## src/rtl/fc_argmax.sv

```systemverilog
// Streaming argmax over NUM_CLASSES IEEE-754 single-precision FC outputs.
// Optional build macro FC_ARGMAX_RELU_EN clamps negative samples to +0 before comparison.
module fc_argmax #(
    parameter int unsigned DATA_WIDTH  = 32,
    parameter int unsigned NUM_CLASSES = 10,
    parameter int unsigned IDX_WIDTH   = 4
) (
    input  logic                  clk,
    input  logic                  reset,
    input  logic                  start,
    input  logic                  in_valid,
    input  logic [DATA_WIDTH-1:0] in_data,
    output logic                  in_ready,
    output logic [IDX_WIDTH-1:0]  class_idx,
    output logic [DATA_WIDTH-1:0] max_value,
    output logic                  busy,
    output logic                  done
);

    typedef enum logic [1:0] {StIdle, StAccum, StDone} state_e;

    localparam logic [IDX_WIDTH-1:0] LastIdx = IDX_WIDTH'(NUM_CLASSES - 1);

    state_e                state_q, state_d;
    logic [IDX_WIDTH-1:0]  cnt_q, cnt_d;
    logic [IDX_WIDTH-1:0]  idx_q, idx_d;
    logic [DATA_WIDTH-1:0] max_q, max_d;
    logic [DATA_WIDTH-1:0] sample;
    logic                  is_nan;
    logic                  greater;

    // Maps a float onto an unsigned key with the same ordering; -0 folds onto +0.
    function automatic logic [DATA_WIDTH-1:0] order_key(input logic [DATA_WIDTH-1:0] v);
        logic [DATA_WIDTH-2:0] mag;
        mag = v[DATA_WIDTH-2:0];
        if (v[DATA_WIDTH-1] && (mag != '0)) begin
            return {1'b0, ~mag};
        end
        return {1'b1, mag};
    endfunction

`ifdef FC_ARGMAX_RELU_EN
    assign sample = in_data[DATA_WIDTH-1] ? '0 : in_data;
`else
    assign sample = in_data;
`endif

    assign is_nan  = (sample[30:23] == 8'hFF) && (sample[22:0] != '0);
    assign greater = order_key(sample) > order_key(max_q);

    always_comb begin
        state_d = state_q;
        cnt_d   = cnt_q;
        idx_d   = idx_q;
        max_d   = max_q;
        unique case (state_q)
            StIdle: begin
                if (start) begin
                    state_d = StAccum;
                    cnt_d   = '0;
                    idx_d   = '0;
                    max_d   = '0;
                end
            end
            StAccum: begin
                // A start here restarts the run and drops any same-cycle sample.
                if (start) begin
                    cnt_d = '0;
                    idx_d = '0;
                    max_d = '0;
                end else if (in_valid) begin
                    if ((cnt_q == '0) || (greater && !is_nan)) begin
                        idx_d = cnt_q;
                        max_d = sample;
                    end
                    if (cnt_q == LastIdx) begin
                        state_d = StDone;
                    end else begin
                        cnt_d = cnt_q + 1'b1;
                    end
                end
            end
            StDone: begin
                state_d = StIdle;
            end
            default: begin
                state_d = StIdle;
            end
        endcase
    end

    always_ff @(posedge clk) begin
        if (reset) begin
            state_q <= StIdle;
            cnt_q   <= '0;
            idx_q   <= '0;
            max_q   <= '0;
        end else begin
            state_q <= state_d;
            cnt_q   <= cnt_d;
            idx_q   <= idx_d;
            max_q   <= max_d;
        end
    end

    assign in_ready  = (state_q == StAccum);
    assign busy      = (state_q == StAccum);
    assign done      = (state_q == StDone);
    assign class_idx = idx_q;
    assign max_value = max_q;

endmodule

```

## config.mk

```make
export PLATFORM = sky130hd
export DESIGN_NAME = fc_argmax
export DESIGN_NICKNAME = d
export VERILOG_FILES = /design/src/rtl/fc_argmax.sv
export SDC_FILE = /design/constraint.sdc
export NUM_CORES = 1
export LEC_CHECK = 0
export ABC_CLOCK_PERIOD_IN_PS = 3900
export CORE_MARGIN = 3
export CORE_UTILIZATION = 51
export DETAILED_ROUTE_END_ITERATION = 8
export GPL_ROUTABILITY_DRIVEN = 0
export HOLD_SLACK_MARGIN = 0.03
export PLACE_DENSITY_LB_ADDON = 0.12
export SYNTH_ARGS = -nofsm -noshare
export SYNTH_HDL_FRONTEND = slang
export SYNTH_SLANG_ARGS = --single-unit
```

## constraint.sdc

```tcl
create_clock -name clk -period 3.9 [get_ports clk]
set_input_delay 0.39 -clock clk [delete_from_list [all_inputs] [get_ports clk]]
set_output_delay 0.39 -clock clk [all_outputs]
set_load 0.03 [all_outputs]
```

[Word level (Yosys, flattened, before mapping)]
Index checks and enable logic that the tools add are counted.
Word-level totals
  logic and storage cells: 59
  register bits after elaboration: 42
  bits of input ports: 36
  output and inout port bits: 39
Cells by class
  bitwise gates (word level): 2
  $add $sub $neg: 1
  reduce and logical (&&, ||, !) cells: 15
  order comparisons: 1
  eq/ne operators: 11
  multiplexer cells: 25
Operator list (number)
  32-bit 2-to-1 mux: 8
  32-bit case mux with 2 select lines: 1
  31-bit inverter: 2
  31-bit nonzero test: 2
  32-bit > comparator: 1
  4-bit 2-to-1 mux: 7
  23-bit nonzero test: 1
  4-bit case mux with 2 select lines: 2
  4-bit AND reduction: 3
  8-bit equality test (second input constant): 1
  2-bit 2-to-1 mux: 4
  2-bit inequality test (second input constant): 3
  3-bit inequality test (second input constant): 2
  4-bit by 1-bit adder with 4-bit output (second input constant): 1
  4-bit equality test (second input constant): 1
  1-bit logical AND: 4
  4-bit zero test: 1
  2-bit case mux with 2 select lines: 1
  3-bit by 2-bit inequality test with 1-bit output (second input constant): 1
  2-bit by 1-bit equality test with 1-bit output (second input constant): 1
  2-bit equality test (second input constant): 1
  2-bit zero test: 1
  1-bit 2-to-1 mux: 2
  2-bit by 1-bit inequality test with 1-bit output (second input constant): 1
  other kinds (3): 3

[Longest topological paths before layout]
Gate-level depths: netlist of the first run.
  depth after elaboration: 11
  mapped depth: 15
  gate-level depth less buffers: 12

[Worst setup path after synthesis of the first run]
OpenSTA, ideal clock, no wires.
  kind: input port to flip-flop
  from: in in_data[5]
  to: reg idx_q[0], in the netlist class_idx[0]
  required time: 3.768 ns
  cell stages on the path: 15
  library setup time: 0.132 ns
  path buffers: 3
  setup slack: 0.292 ns
  data arrival time: 3.476 ns
  cell sequence: nor4_1 nand4_1 o31ai_1 buf_2 xnor2_1 ha_1 nand4_1 or4_4 inv_1 nand4_1 and3_1 clkbuf_1 buf_2 nand4_1 a21oi_1
On the way
  cells in the longest elaborated chain, start to end: 9
  elaborated cells between the ends (all ways): 14
  those cells by class: order compare (1); eq/ne (1); mux (3); bitwise (1); reduce/logical (8)
RTL lines
  start, declared: line 12  | input logic [DATA_WIDTH-1:0] in_data,
  31-bit nonzero test: line 36  | if (v[DATA_WIDTH-1] && (mag != '0)) begin
  1-bit logical AND: line 36
  1-bit 2-to-1 mux: line 36
  32-bit 2-to-1 mux: line 39  | return {1'b1, mag};
  32-bit > comparator: line 49  | assign greater = order_key(sample) > order_key(max_q);
  1-bit logical AND *: line 72  | if ((cnt_q == '0) || (greater && !is_nan)) begin
  1-bit logical OR *: line 72
  3-bit by 2-bit inequality test with 1-bit output (no source line) *
  4-bit AND reduction (no source line) *
  end signal, assigned: line 101  | idx_q <= idx_d;
  end, declared: line 26  | logic [IDX_WIDTH-1:0] idx_q, idx_d;
Mark *: on every way between the ends. The rest lies on a longest branch, timed or not. The select of a mux whose other input is x is not followed.
A chain may end at the register's enable or synchronous reset.

[Worst setup path after layout of the first run]
  from: in in_data[17]
  to: reg max_q[6], in the netlist max_value[6]
On the way
  cells in the longest elaborated chain, start to end: 9
  elaborated cells between the ends (all ways): 14
  those cells by class: order compare (1); eq/ne (1); mux (3); bitwise (1); reduce/logical (8)
RTL lines
  31-bit nonzero test: line 36
  1-bit logical AND: line 36
  1-bit 2-to-1 mux: line 36
  32-bit 2-to-1 mux: line 39
  32-bit > comparator: line 49
  1-bit logical AND *: line 72
  1-bit logical OR *: line 72
  3-bit by 2-bit inequality test with 1-bit output (no source line) *
  4-bit AND reduction (no source line) *
  end signal, assigned: line 102  | max_q <= max_d;
  end, declared: line 27  | logic [DATA_WIDTH-1:0] max_q, max_d;
Marked as above.

==> metrics.csv, run 1 <==
stage,metric,value,unit
critical_path,max_stage_delay,0.47,ns
critical_path,r2r_slack,-0.03,ns
floorplan,coreArea,6060,sq um
global_route,overflow,0,
logic_synthesis,synth_top_cell_by_area,dfxtp_1,
global_route,track_usage,0.284,
logic_synthesis,synth_edf_count,0,
global_route,grt_pass1_vias,3541,
global_route,grt_pass1_wl,16.8,mm
drt,vias,3809,
pwr,peakVddDrop,0.233,mV
floorplan,dieWidth,85.9,um
drt,post_drt_wl_per_cell,20.6,um
finish,syn_to_final_growth,54.2,%
global_route,grt_max_degree,37,
logic_synthesis,yosys.area.top_type_share,0.258,
floorplan,ioPinCount,75,
global_route,antenna_found_initial,0,
logic_synthesis,yosys_warnings,0,
sta,fin_crit_sh,1.01,
logic_synthesis,ys_ff_latch,42,
cts,hold_buffers,0,
cts,h-tree-depth,2,
logic_synthesis,yosysMostFrequentCell,a21oi_1,
outcome,status,finished with violations,
run,cap_violations,0,
cts,cts_made_buffers,5,
floorplan,fp-row-count,28,
logic_synthesis,syn-num-nets,460,
critical_path,worst_setup_path_end_kind,register,
drt,drc_errors,0,
logic_synthesis,netlist-cell-type-count,41,
drt,drtPass1Iterations,6,
outcome,violations,negative setup slack,
logic_synthesis,synth_cells,389,
critical_path,worst_ep_arrival_time,4.17,ns
placed_design,place_area,4440,sq um
logic_synthesis,synth_area_leaders,"dfxtp_1 (26%), ha_1 (13%), nand4_1 (9.0%)",
sta,fin_worst_skew,0.00432,ns
cts,clockBufferDepth,2,
critical_path,start_kind,primary input,
placed_design,place_inst,567,
drt,wl,12.3,mm
sta,hold_violations,0,
logic_synthesis,async_flop_share,0,
critical_path,path_max_fanout,5,
logic_synthesis,yosys-top-cells-count,"a21oi_1 (51), nand4_1 (47), dfxtp_1 (42)",
sta,slew_violations,0,
logic_synthesis,ys.flop_type,dfxtp_1,
drt,drt-initial-drc-count,345,
floorplan,die-area,7380,sq um
floorplan,dieHeight,85.9,um
placed_design,dpl.hpwl,7.43,mm
sta,setup_violations,13,
finish,drive_gt1_frac,0.222,
pwr,p_per_area,247,nW/um^2
logic_synthesis,avgSynthCellArea,8.37,sq um
critical_path,crit_chain,"clkdlybuf4s50_1, nor4_2, nand2_1, o31ai_4, buf_4, buf_8, xnor2_1, ha_1, nand4_1, nor4_4, buf_4, a22oi_2, nor4b_4, buf_6, o21ai_4, buf_12, buf_12, nand4_1, a21oi_2",
pwr,leakage,2.06,nW
cts,clkTransAtPathRegs,0.08,ns
floorplan,start_util,0.537,
cts,clockRootBuffer,clkbuf_8,
drt,ant_nets,0,
critical_path,path_class,in -> reg,
sta,tightest_slew,0.987,ns
logic_synthesis,syn_area,3250,sq um
finish,antenna_cells,0,
sta,fmax,253,MHz
critical_path,crit_required,4.12,ns
cts,clock-sinks,42,
logic_synthesis,yosysSeqAreaShare,0.258,
finish,final_cell_count_no_fill,598,
cts,cts_tree,yes,
worst_hold_path,hold_path.class,in -> reg,
drt,viasPerCell,6.37,
finish,final_area,5020,sq um
cts,clock_latency,0.30,ns
sta,final.min_clock_period,3.95,ns
sta,slew_headroom,0.340,
finish,fillers,379,
critical_path,slowest_stage,clkdlybuf4s50_1,
sta,setup_slack,-0.0496,ns
finish,layout.nets,594,
placed_design,port_buffers,74,
## per-layer routing
| layer | vias up | wire length (um) | global-route usage |
|---|---|---|---|
| met4 | 0 | 510 | 0.114 |
| met2 | 248 | 5840 | 0.463 |
| li1 | 1709 | - | - |
| met1 | 1804 | 4870 | 0.371 |
| met5 | - | 0 | 0 |
| met3 | 48 | 1120 | 0.0519 |
## area by class of cell
type                            instances  area, sq um  share of cell area
Clock inverter                          1         30.0             0.00599
Inverter                                8         32.5             0.00648
Tap cell                               75         93.8              0.0187
Clock buffer                            6         82.6              0.0165
Timing Repair Buffer                  153         1550               0.310
Multi-Input combinational cell        313         2380               0.475
Sequential cell                        42          841               0.168
## cells in the final DEF (no fill, tap or decap), types with 5 or more instances in the layout
cell	netlist	routed
clkbuf_8	0	6
nand4_1	47	47
xnor2_1	31	31
buf_4	4	64
buf_12	0	7
nand2_1	15	15
a21oi_2	1	6
xor2_1	32	32
nor4_2	0	5
a21oi_1	51	46
clkdlybuf4s50_1	0	54
nor2_1	11	11
dfxtp_1	42	42
dlymetal6s2s_1	0	20
inv_1	7	7
ha_1	35	35
o21ai_1	38	37
nor4_1	15	8
## stage by stage
stage	setup WS (ns)	total power (W)	TNS [ns]	utilization	hold slack, ns
after floorplan	0.292	0.000658	0	-	0.488
after CTS	0.00502	0.00119	0	0.760	0.492
after global placement	-0.649	0.000810	-22.55	0.732	0.466
after detailed placement	-0.806	0.000823	-28.21	0.732	0.479
after global routing	-0.171	0.00129	-4.10	0.828	0.477
final	-0.0496	0.00124	-0.179	0.828	0.470
## where the power goes
part / internal, W / switching [W]
clock network: 0.000205 / 0.000159
registers: 0.000437 / 0.0000124
logic: 0.000202 / 0.000222
total: 0.000844 / 0.000393
## worst max-delay path, delay by kind of cell
| family | cells | cell delay [ns] |
|---|---|---|
| xor+xnor | 1 | 0.09 |
| compound gates | 4 | 0.65 |
| buf+inv | 7 | 1.33 |
| simple gates | 6 | 1.33 |
| fa+ha+maj | 1 | 0.36 |
## worst paths after layout
| kind | from | to | cells after the start |
|---|---|---|---|
| max reg2reg | max_value[17] | max_value[6] | 14 |
| min | in_data[21] | max_value[21] | 3 |
| max | in_data[17] | max_value[6] | 19 |
| min reg2reg | class_idx[1] | class_idx[1] | 2 |
## state kept, by name, summed over array words and instances (netlist names)
register,count
max_value,32
state_q,2
class_idx,4
cnt_q,4
## cell families after synthesis
| logic type | count (synthesis) | synth area share |
|---|---|---|
| AOI/OAI and AO/OA | 107 | 0.185 |
| xor gates and xnor gates | 63 | 0.170 |
| adders and majority gates | 35 | 0.135 |
| buffers and inverters | 36 | 0.0581 |
| DFF | 42 | 0.258 |
| muxes | 2 | 0.00654 |
| and+or+nand+nor | 104 | 0.188 |
## what timing repair did
| action | 4_1_cts | 5_1_grt |
|---|---|---|
| pin swaps | 3 | 31 |
| setup buffers | 2 | 15 |
| setup endpoints to repair | 36 | 36 |
| cloned | 1 | 6 |
| resized for setup | 7 | 42 |
(Power assumes the default switching activity.)
==> inputs of run 2 (changes only) <==
PLACE_DENSITY = 0.93   (was unset)
PLACE_DENSITY_LB_ADDON = unset   (was 0.12)
==> metrics.csv, run 2 (same netlist as run 1, synthesis figures left out) <==
stage,metric,value,unit,change
cts,clock-sinks,42,,unchanged
pwr,p_per_area,252,nW/um^2,+2.2%
critical_path,slowest_stage,clkdlybuf4s50_1,,
pwr,seq_power_share,0.366,,+0.003
finish,fin_util,0.810,,-0.0182
finish,fillers,329,,-13%
cts,h-tree-depth,2,,unchanged
finish,drive_gt1_frac,0.207,,-0.0148
global_route,antenna_found_initial,0,,unchanged
run,cap_violations,0,,unchanged
drt,viasPerCell,6.86,,+7.7%
critical_path,path_max_fanout,18,,+13
finish,syn_to_final_growth,50.8,%,
drt,wl,13.7,mm,+11%
floorplan,start_util,0.537,,unchanged
drt,drc_errors,0,,unchanged
critical_path,cp_top_family,compound AO/OA/AOI/OAI gates,,
global_route,track_usage,0.316,,+0.0318
finish,final_cell_mix,"clkdlybuf4s50_1 (55), buf_4 (51), a21oi_1 (48)",,
cts,clock_latency,0.31,ns,about the same
floorplan,fp-row-count,28,,unchanged
finish,multi_input_area,2400,sq um,+0.58%
sta,tightest_slew,1.15,ns,+0.162 ns
critical_path,crit_top_cell,a21oi_1,,
worst_hold_path,hold_path.class,reg -> reg,,
critical_path,r2r_slack,0.05,ns,+0.08 ns
cts,hold_buffers,0,,unchanged
drt,drtPass1Iterations,6,,unchanged
drt,vias,4025,,+5.7%
placed_design,place_inst,564,,-0.53%
global_route,overflow,0,,unchanged
critical_path,path_class,in -> reg,,
finish,seqCellArea,841,sq um,unchanged
cts,cts_tree,yes,,
outcome,status,finished with violations,,
global_route,grt_max_degree,39,,+5.4%
cts,clockBufferDepth,2,,unchanged
drt,drt-initial-drc-count,451,,+31%
pwr,p_int,0.000825,W,-2.3%
cts,clockRootBuffer,clkbuf_8,,
drt,ant_nets,0,,unchanged
pwr,pwr-share-clk,0.288,,-0.006
pwr,peakVddDrop,0.173,mV,-26%
floorplan,coreArea,6060,sq um,unchanged
placed_design,dpl.hpwl,7.76,mm,+4.4%
pwr,leakage,1.99,nW,-3.5%
critical_path,crit_required,4.11,ns,about the same
cts,cts_made_buffers,5,,unchanged
sta,setup-tns-final,-3.27,ns,-3.09 ns
floorplan,dieHeight,85.9,um,unchanged
sta,final.min_clock_period,4.08,ns,+0.129 ns
floorplan,die-area,7380,sq um,unchanged
sta,setup_slack,-0.179,ns,-0.129 ns
critical_path,max_stage_delay,0.44,ns,-0.03 ns
global_route,grt_pass1_wl,18.6,mm,+11%
critical_path,start_kind,primary input,,
finish,layout.nets,582,,-2.0%
pwr,p_total,0.00124,W,about the same
cts,clkTransAtPathRegs,0.09,ns,about the same
floorplan,dieWidth,85.9,um,unchanged
drt,post_drt_wl_per_cell,23.4,um,+13%
sta,fmax,245,MHz,-3.2%
global_route,grt_pass1_vias,3834,,+8.3%
critical_path,path_buf_inv,4,,-3
floorplan,ioPinCount,75,,unchanged
sta,slew_violations,0,,unchanged
critical_path,worst_setup_path_end_kind,register,,
sta,fin_worst_skew,0.00694,ns,+0.00262 ns
placed_design,port_buffers,74,,unchanged
critical_path,crit_chain,"clkdlybuf4s50_1, nor4_1, nand2_1, o31ai_4, buf_6, buf_8, xnor2_1, ha_1, a21oi_1, o21ai_0, a22oi_1, nor4b_4, buf_4, o21a_4, o21ai_1, a21oi_1",,
pwr,combPwrFrac,0.346,,+0.004
finish,final_cell_count_no_fill,587,,-1.8%
finish,largest_reg_flops,32,,unchanged
outcome,violations,negative setup slack,,
sta,slew_headroom,0.232,,-0.108
pwr,p_sw,0.000412,W,+4.8%
sta,setup_violations,36,,+23
sta,whs,0.498,ns,+0.0277 ns
sta,hold_violations,0,,unchanged
finish,layout_commonest_cell,clkdlybuf4s50_1,,
pwr,p_sw_frac,0.333,,+0.0154
sta,fin_crit_sh,1.05,,+0.0331
finish,antenna_cells,0,,unchanged
critical_path,worst_ep_arrival_time,4.29,ns,+0.12 ns
## run 2: worst paths after layout
path,startpoint,to,cells after the start
worst max-delay path,in_data[17],class_idx[3],16
worst min-delay path,class_idx[1],class_idx[1],2
worst max register to register,max_value[29],class_idx[3],14
worst min register to register,class_idx[1],class_idx[1],2
## run 2: tightest hold or removal path: cells and delay by family (launching register included)
kind            cells  cell delay, ns
flops               1            0.32
compound gates      2            0.13
## run 2: repair_timing
item / in CTS / in global routing
setup buffers: 3 / 6
gates resized for setup: 8 / 46
hold endpoints to repair: 0 / 0
pin swaps: 3 / 23
endpoints found under the setup margin: 36 / 36
cloned: 1 / 5
## run 2: area by class of cell
class | instances | area share
clock buffer | 5 | 0.0140
clock inverter | 3 | 0.00816
inverter | 8 | 0.00637
multi-input combinational | 312 | 0.489
sequential | 42 | 0.171
tap | 75 | 0.0191
timing repair buffer | 142 | 0.292
## run 2: per-layer routing
layer  vias to the layer above  track usage  routed length [um]
met5                         -            0                   0
met4                         0        0.191                1060
met3                       129       0.0749                1420
met2                       359        0.525                6550
met1                      1853        0.367                4710
li1                       1684            -                   -
## run 2: power groups by stage
stage / Sequential (W) / Clock (W) / Combinational, W
2_1_floorplan: 0.000471 / 0 / 0.000187
3_3_place_gp: 0.000459 / 0 / 0.000342
3_5_place_dp: 0.000460 / 0 / 0.000364
4_1_cts: 0.000449 / 0.000350 / 0.000379
5_1_grt: 0.000453 / 0.000377 / 0.000450
6_report: 0.000452 / 0.000357 / 0.000428
## run 2: per-stage QoR
step / area, sq um / setup WS (ns)
6_report: 4910 / -0.179
5_1_grt: 4910 / -0.450
4_1_cts: 4570 / 0.00828
3_5_place_dp: 4390 / -0.577
3_3_place_gp: 4390 / -0.505
2_1_floorplan: 3250 / 0.292
